`config.mk`:
```
export PLATFORM = sky130hd
export DESIGN_NAME = ap_mult_err_eval
export DESIGN_NICKNAME = d
export VERILOG_FILES = /design/src/rtl/ap_eval_pkg.sv /design/src/rtl/ap_eval_acc.sv /design/src/rtl/ap_mult_err_eval.sv
export SDC_FILE = /design/constraint.sdc
export NUM_CORES = 1
export LEC_CHECK = 0
export BUFFER_PORTS_ARGS = -buffer_cell sky130_fd_sc_hd__buf_2
export CAP_MARGIN = 0
export CORE_ASPECT_RATIO = 0.75
export CORE_MARGIN = 2
export CORE_UTILIZATION = 45
export DETAILED_ROUTE_END_ITERATION = 8
export GPL_TIMING_DRIVEN = 0
export HOLD_SLACK_MARGIN = 0.15
export MAX_ROUTING_LAYER = met4
export PLACE_DENSITY = 0.6
export SLEW_MARGIN = 0
export SYNTH_ARGS = -nofsm -noshare
export SYNTH_HDL_FRONTEND = slang
export SYNTH_SLANG_ARGS = --single-unit
export TNS_END_PERCENT = 50
```
`constraint.sdc`:
```
create_clock -name clk -period 7.3 [get_ports clk]
set_input_delay 2.19 -clock clk [delete_from_list [all_inputs] [get_ports clk]]
set_output_delay 2.19 -clock clk [all_outputs]
set_load 0.05 [all_outputs]
```
`src/rtl/ap_eval_pkg.sv`:
```
// ap_eval_pkg: shared state encoding and default operand width for the
// approximate-multiplier error evaluator.
`default_nettype none

package ap_eval_pkg;

  localparam int AP_EVAL_W = 12;

  typedef enum logic [1:0] {
    IDLE  = 2'd0,
    RUN   = 2'd1,
    DRAIN = 2'd2,
    DONE  = 2'd3
  } state_t;

endpackage

`default_nettype wire

```
`src/rtl/ap_eval_acc.sv`:
```
// ap_eval_acc: stage-2 error-distance and metric accumulation.
// Optional signed bias accumulator enabled by macro AP_EVAL_BIAS_EN.
`default_nettype none

module ap_eval_acc
  import ap_eval_pkg::*;
#(
  parameter int W = AP_EVAL_W
) (
  input  logic             clk,
  input  logic             rst,
  input  logic             clr,
  input  logic             valid,
  input  logic [2*W-1:0]   ap,
  input  logic [2*W-1:0]   exact,
  output logic [2*W:0]     err_cnt,
  output logic [4*W-1:0]   sum_ed,
  output logic [2*W-1:0]   max_ed
`ifdef AP_EVAL_BIAS_EN
  ,output logic signed [4*W:0] bias_sum
`endif
);

  logic [2*W-1:0] ed;

  always_comb begin
    ed = (ap >= exact) ? (ap - exact) : (exact - ap);
  end

  always_ff @(posedge clk) begin
    if (rst || clr) begin
      err_cnt <= '0;
      sum_ed  <= '0;
      max_ed  <= '0;
    end else if (valid) begin
      if (ed != '0) err_cnt <= err_cnt + {{(2*W){1'b0}}, 1'b1};
      sum_ed <= sum_ed + {{(2*W){1'b0}}, ed};
      if (ed > max_ed) max_ed <= ed;
    end
  end

`ifdef AP_EVAL_BIAS_EN
  // Widened by one bit so the unsigned operands difference is exact.
  logic signed [2*W:0] diff;

  always_comb begin
    diff = $signed({1'b0, ap}) - $signed({1'b0, exact});
  end

  always_ff @(posedge clk) begin
    if (rst || clr) begin
      bias_sum <= '0;
    end else if (valid) begin
      bias_sum <= bias_sum + {{(2*W){diff[2*W]}}, diff};
    end
  end
`endif

endmodule

`default_nettype wire

```
`src/rtl/ap_mult_err_eval.sv`:
```
// ap_mult_err_eval: exhaustive operand sweep and error metrics for an external
// approximate multiplier. Macro AP_EVAL_BIAS_EN adds the signed bias_sum output.
`default_nettype none

module ap_mult_err_eval
  import ap_eval_pkg::*;
#(
  parameter int W = AP_EVAL_W
) (
  input  logic             clk,
  input  logic             rst,
  input  logic             start,
  output logic [W-1:0]     op_a,
  output logic [W-1:0]     op_b,
  input  logic [2*W-1:0]   ap_res,
  output logic             busy,
  output logic             done,
  output logic [2*W:0]     err_cnt,
  output logic [4*W-1:0]   sum_ed,
  output logic [2*W-1:0]   max_ed
`ifdef AP_EVAL_BIAS_EN
  ,output logic signed [4*W:0] bias_sum
`endif
);

  state_t         state;
  logic [2*W-1:0] cnt;
  logic [2*W-1:0] exact;
  logic [2*W-1:0] s1_ap;
  logic [2*W-1:0] s1_ex;
  logic           s1_v;
  logic           start_ok;

  assign op_a = cnt[2*W-1:W];
  assign op_b = cnt[W-1:0];

  always_comb begin
    exact    = {{W{1'b0}}, op_a} * {{W{1'b0}}, op_b};
    start_ok = start && ((state == IDLE) || (state == DONE));
  end

  always_ff @(posedge clk) begin
    if (rst) begin
      state <= IDLE;
      cnt   <= '0;
      busy  <= 1'b0;
      done  <= 1'b0;
      s1_ap <= '0;
      s1_ex <= '0;
      s1_v  <= 1'b0;
    end else begin
      s1_ap <= ap_res;
      s1_ex <= exact;
      s1_v  <= (state == RUN);
      case (state)
        IDLE, DONE: begin
          if (start) begin
            state <= RUN;
            cnt   <= '0;
            busy  <= 1'b1;
            done  <= 1'b0;
          end
        end
        RUN: begin
          // Counter parks at all-ones so op_a/op_b stay on the last pair.
          if (cnt == '1) state <= DRAIN;
          else           cnt   <= cnt + {{(2*W-1){1'b0}}, 1'b1};
        end
        DRAIN: begin
          state <= DONE;
          busy  <= 1'b0;
          done  <= 1'b1;
        end
        default: state <= IDLE;
      endcase
    end
  end

  ap_eval_acc #(.W(W)) u_acc (
    .clk     (clk),
    .rst     (rst),
    .clr     (start_ok),
    .valid   (s1_v),
    .ap      (s1_ap),
    .exact   (s1_ex),
    .err_cnt (err_cnt),
    .sum_ed  (sum_ed),
    .max_ed  (max_ed)
`ifdef AP_EVAL_BIAS_EN
    ,.bias_sum(bias_sum)
`endif
  );

endmodule

`default_nettype wire

```
# Yosys cells after proc, flatten, opt, wreduce, memory -nomap -nowiden

Cells that the tools add are included.

Add/subtract/negate cells: 5
Multiply operators: 1
Order comparisons: 2
Equal/unequal tests: 7
Mux-type cells: 11
Reduce and logical (&&, ||, !) cells: 13

Operators by type and width:

| operator                                       | number |
|---|---|
| 2-to-1 mux 24 bit                              | 3 |
| adder 48 x 24 -> 48 bit                        | 1 |
| case mux 24 bit (2 select lines)               | 1 |
| subtractor 24 bit                              | 2 |
| adder 25 x 1 -> 25 bit (second input constant) | 1 |
| adder 24 x 1 -> 24 bit (second input constant) | 1 |
| == test 24 bit (second input constant)         | 1 |
| greater-or-equal comparator 24 bit             | 1 |
| greater-than comparator 24 bit                 | 1 |
| multiplier 12 x 12 -> 24 bit                   | 1 |
| nonzero test 24 bit                            | 1 |
| AND reduction 2 bit                            | 4 |
| case mux 2 bit (3 select lines)                | 1 |
| == test 2 bit (second input constant)          | 2 |
| 2-to-1 mux 2 bit                               | 2 |
| != test 2 bit (second input constant)          | 2 |
| case mux 1 bit (2 select lines)                | 2 |
| nonzero test 2 bit                             | 2 |
| AND reduction 3 bit                            | 1 |
| == test 2 x 1 -> 1 bit (second input constant) | 1 |
| logical NOT 2 bit                              | 1 |
| logical OR 1 bit                               | 2 |
| 2-to-1 mux 1 bit                               | 2 |
| != test 2 x 1 -> 1 bit (second input constant) | 1 |
| 2 further kinds                                | 2 |

Register bits: 174
Input port bits: 27
Output and inout bits: 123

# Depth between registers and ports, before layout

Depth after elaboration: 4
Mapped depth: 25

# Hierarchy

From an unflattened synthesis, not the netlist that was laid out.

Cells, all modules: 2000
Area, all modules: 16544.6 um^2

Modules (own cells, without submodules):

| module           | instances | cells each | area each (um^2) | seq. area each (um^2) |
|---|---|---|---|---|
| ap_eval_acc      | 1         | 1112       | 8834.7           | 1941.9 |
| ap_mult_err_eval | 1         | 888        | 7709.9           | 1541.5 |

# Least setup slack after synthesis

Ideal clock, no wire load.

Path kind: reg2reg
Start point: reg cnt[17]
End point: reg s1_ex[22]
Library setup time: 0.121 ns
Data arrival time: 5.600 ns
Required time: 7.179 ns
Slack: 1.579 ns
Stages on the path, launching flop included: 23
Path buffers: 2
Clock period less this slack: 5.721 ns
Path through: dfxtp_1 -> clkbuf_1 -> clkbuf_1 -> nand2_1 -> fa_1 -> fa_1 -> inv_1 -> ha_1 -> fa_1 -> inv_1 -> fa_1 -> inv_1 -> ha_1 -> a21boi_0 -> o21ai_0 -> a21boi_0 -> o21ai_0 -> nand2b_1 -> a41oi_1 -> a21oi_1 -> a21oi_1 -> a21oi_1 -> mux2_2

Longest elaborated chain between the ends: 1

Ends and longest elaborated chain:

| element                      | RTL line               | RTL |
|---|---|---|
| start: declaration           | ap_mult_err_eval.sv:27 | `logic [2*W-1:0] cnt;` |
| start signal: assignment     | ap_mult_err_eval.sv:67 | `else cnt <= cnt + {{(2*W-1){1'b0}}, 1'b1};` |
| multiplier 12 x 12 -> 24 bit | ap_mult_err_eval.sv:38 | `exact = {{W{1'b0}}, op_a} * {{W{1'b0}}, op_b};` |
| end signal: assignment       | ap_mult_err_eval.sv:53 | `s1_ex <= exact;` |
| end: declaration             | ap_mult_err_eval.sv:30 | `logic [2*W-1:0] s1_ex;` |

No other way between the ends.
A chain may end at the register's enable or synchronous reset.

# Worst setup path in the final report

Start point: reg cnt[3]
End point: reg s1_ex[22]

The elaborated chain is that of the path after synthesis.

==> results.md <==
- Outcome: complete, no violations
- Arrival @ worst endpoint: 6.81 ns
- Post-CTS setup buffers: 0
- R2R Setup Slk: ~0.82 ns
- Hold Startpoint: u_acc.err_cnt[19]$_SDFFE_PP0P_
- XOR/XNOR share of the synthesized area: 6.33%
- Commonest non-fill, non-tap cell in the layout: inv_1
- Vias in the first global route: between 10000 and 15000
- Adder-cell share of the synthesized area: 26.2%
- Wire per inst: 17.0 um
- Synth Area in Compound Gates: 14.3%
- Worst Hold Path Cells: 2
- Largest net degree at the start of global routing: 18
- Tot GR Track Use: 24.4%
- Starting Density: 45.3%
- Placer congestion estimate: a little over 0.9
- Post-DR vias/cell: 5.32
- Post-Syn Area: 15600 um2
- Synth Area in Simple Gates: 20.3%
- Worst hold path type: flip-flop to flip-flop
- Antenna violation net count after detailed routing: 0
- Final nets: between 2000 and 2500
- Yosys top cell by area: dfxtp_1
- Synth Register Bits: 174
- Synth Area per Inst: 8.28 um2
- Max Slew Vio Count: 0
- Unrepaired setup endpoints after global routing: false
- Crit Path Max Fanout: 10
- Iter 0 DRT Violations: 970
- # port buffers: 149
- Synth warn: 0
- Max-Cap Viols: 0
- Pleak: 8.22 nW
- Clock Skew: between 0.02 and 0.025 ns
- TNS Setup: 0 ns
- Initial antenna violation count: 1
- Vias: 13400
- First-pass GRT wire length: 67.1 mm
- Post-synth top area share: 22.3%
- Post-synth cell types: 79
- Top FF cell, synth: dfxtp_1
- Clock root cell: clkbuf_16
- Clock transition at path regs: 0.08 ns
- Ports: 150
- Async SR Flop Fraction: 0%
- Final core occ: between 50% and 60%
- Worst setup path class: flip-flop to flip-flop
- Commonest non-fill, non-tap cells in the layout: 237 x inv_1, 179 x nand2_1, 174 x dfxtp_1
- Max Clock Freq: between 0.15 and 0.2 GHz
- Share of cells above drive strength 1: 11.2%
- DPL Wire Length: 34.9 mm
- Drt drc: 0
- Seq/Total Area, Yosys: ~22%
- CTS H-Tree Depth: 4
- Hold EP: u_acc.err_cnt[19]$_SDFFE_PP0P_
- Die W: around 220 um
- Site Rows: 59
- Drt first pass iters: 5
- CP required: 7.63 ns
- Later-pin clock latency in the skew report: 0.46 ns
- Number of synthesized flops with an enable pin: 0
- Die height: between 150 and 200 um
- Period utilization: 88.8%
- Grt total ovfl: 0
- Clk buf depth: 2
- Min Tclk post-route: 6.48 ns
- Post-synthesis mux area share: 2.63%
- Peak VDD IR: 0.175 mV
- CTS resizes: 0
- Synth area leaders: dfxtp_1 22%, fa_1 13%, ha_1 13%
- Post-CTS Hold Buffers: 0
- Synth-to-Final Area Change: 12.1%
- CTS Sinks: 174
- CP endpoint kind: flip-flop
- Final setup fails: 0
- Final hold vios: 0
- Worst slack, placed: 0.967 ns
- Slew Limit Headroom: 36.3%
- Setup WS post-layout: 0.821 ns
- Worst-Margin Slew: 0.948 ns
- Reg-to-Reg End: s1_ex[22]$_SDFF_PP0_
- Fin Hold WS: 0.487 ns
- Core area: 34500 um2
- Power per cell area: roughly 180 nW/um2
- Largest family of logic cells by synthesized area: adder cells
- Start of the worst register-to-register path: cnt[3]$_SDFFE_PP0P_
- CTS tree: built
- Total Die Area: 36200 um2
- Syn nets: 2179
- Reg2Reg Depth: 22
- CTS Buf Count: 17
- Total Wirelength: between 40 and 50 mm
- Syn Inst Count: 1886
- Startpoint types: flip-flop
-- cells in the mapped netlist, types with 24 or more instances --
| cell | count |
|---|---|
| and2_1 | 63 |
| clkbuf_1 | 57 |
| nor2_1 | 168 |
| nor3_1 | 31 |
| nand3_1 | 32 |
| inv_1 | 237 |
| a21o_1 | 41 |
| mux2i_1 | 40 |
| nand2_1 | 179 |
| xnor2_1 | 60 |
| nor2b_1 | 46 |
| xor2_1 | 51 |
| a21oi_1 | 109 |
| o21ai_0 | 62 |
| and3_1 | 27 |
| nand4_1 | 24 |
| fa_1 | 103 |
| a211oi_1 | 28 |
| dfxtp_1 | 174 |
| ha_1 | 163 |
-- cell families after synthesis --
family,Yosys count
xor+xnor,112
simple gates,642
buf+inv,314
mux,41
compound gates,337
fa+ha+maj,266
flops,174
-- sequential cells by signal (all words and copies together), names as in the netlist, 2 cells and up --
signal         flops
s1_ap             24
u_acc.sum_ed      48
s1_ex             24
u_acc.err_cnt     25
u_acc.max_ed      24
cnt               24
state              2
-- stage by stage --
stage / instances / power (mW) / area, um2
final: 2525 / 3.17 / 17500
after global routing: 2525 / 3.35 / 17500
after CTS: 2524 / 3.18 / 17500
after detailed placement: 2492 / 2.27 / 16900
after global placement: 2492 / 2.25 / 16900
after floorplan: 1886 / 1.96 / 15600
-- worst max-delay path: stages, from the launching register on --
cell and delay [ns]:
dfxtp_1 0.33, clkbuf_1 0.37, clkbuf_1 0.47, and2_1 0.22, fa_1 0.46, ha_1 0.25
fa_1 0.53, inv_1 0.05, fa_1 0.47, fa_1 0.54, inv_1 0.04, ha_1 0.32
o21ai_0 0.14, a21boi_0 0.27, o21ai_0 0.16, a21boi_0 0.26, o21ai_0 0.12, nand2b_1 0.14
a41oi_1 0.18, a21oi_1 0.34, a21oi_1 0.14, a21oi_1 0.20, mux2_2 0.35
-- how the worst max path moves through the flow --
stage	endpoint	cells after the start	slack, ns	startpoint
after floorplan	s1_ex[22]$_SDFF_PP0_	22	1.58	cnt[17]$_SDFFE_PP0P_
after global placement	s1_ex[22]$_SDFF_PP0_	22	1.00	cnt[3]$_SDFFE_PP0P_
after detailed placement	s1_ex[22]$_SDFF_PP0_	22	0.97	cnt[3]$_SDFFE_PP0P_
after CTS	s1_ex[22]$_SDFF_PP0_	22	0.90	cnt[3]$_SDFFE_PP0P_
after global routing	s1_ex[22]$_SDFF_PP0_	22	0.48	cnt[3]$_SDFFE_PP0P_
final	s1_ex[22]$_SDFF_PP0_	22	0.82	cnt[3]$_SDFFE_PP0P_
-- metal layers --
layer / up-vias / share of wire, % / global-route usage [%] / routed length [um]
met5: - / 0 / - / 0
met1: 6422 / 52 / 36.7 / 22200
met4: 0 / 0.89 / 4.79 / 383
li1: 6600 / - / - / -
met2: 386 / 41 / 34.2 / 17600
met3: 27 / 6.5 / 4.01 / 2790
-- cell type report --
class	instances	area, um2
inverters	237	890
flip-flops and latches	174	3480
well taps	457	572
repair buffers	149	746
diodes	1	2.50
clock buffers	19	443
fillers	3308	17000
multi-input cells	1398	10900
plain buffers	77	344
clock inverters	13	130
-- power by group --
| group | switching (mW) | total [mW] | internal [mW] |
|---|---|---|---|
| Sequential | 0.0568 | 1.07 | 1.01 |
| Combinational | 0.798 | 1.19 | 0.394 |
| Clock | 0.448 | 0.907 | 0.459 |
| Total | 1.30 | 3.17 | 1.86 |
Note: power is estimated with default switching activity, not from simulation.
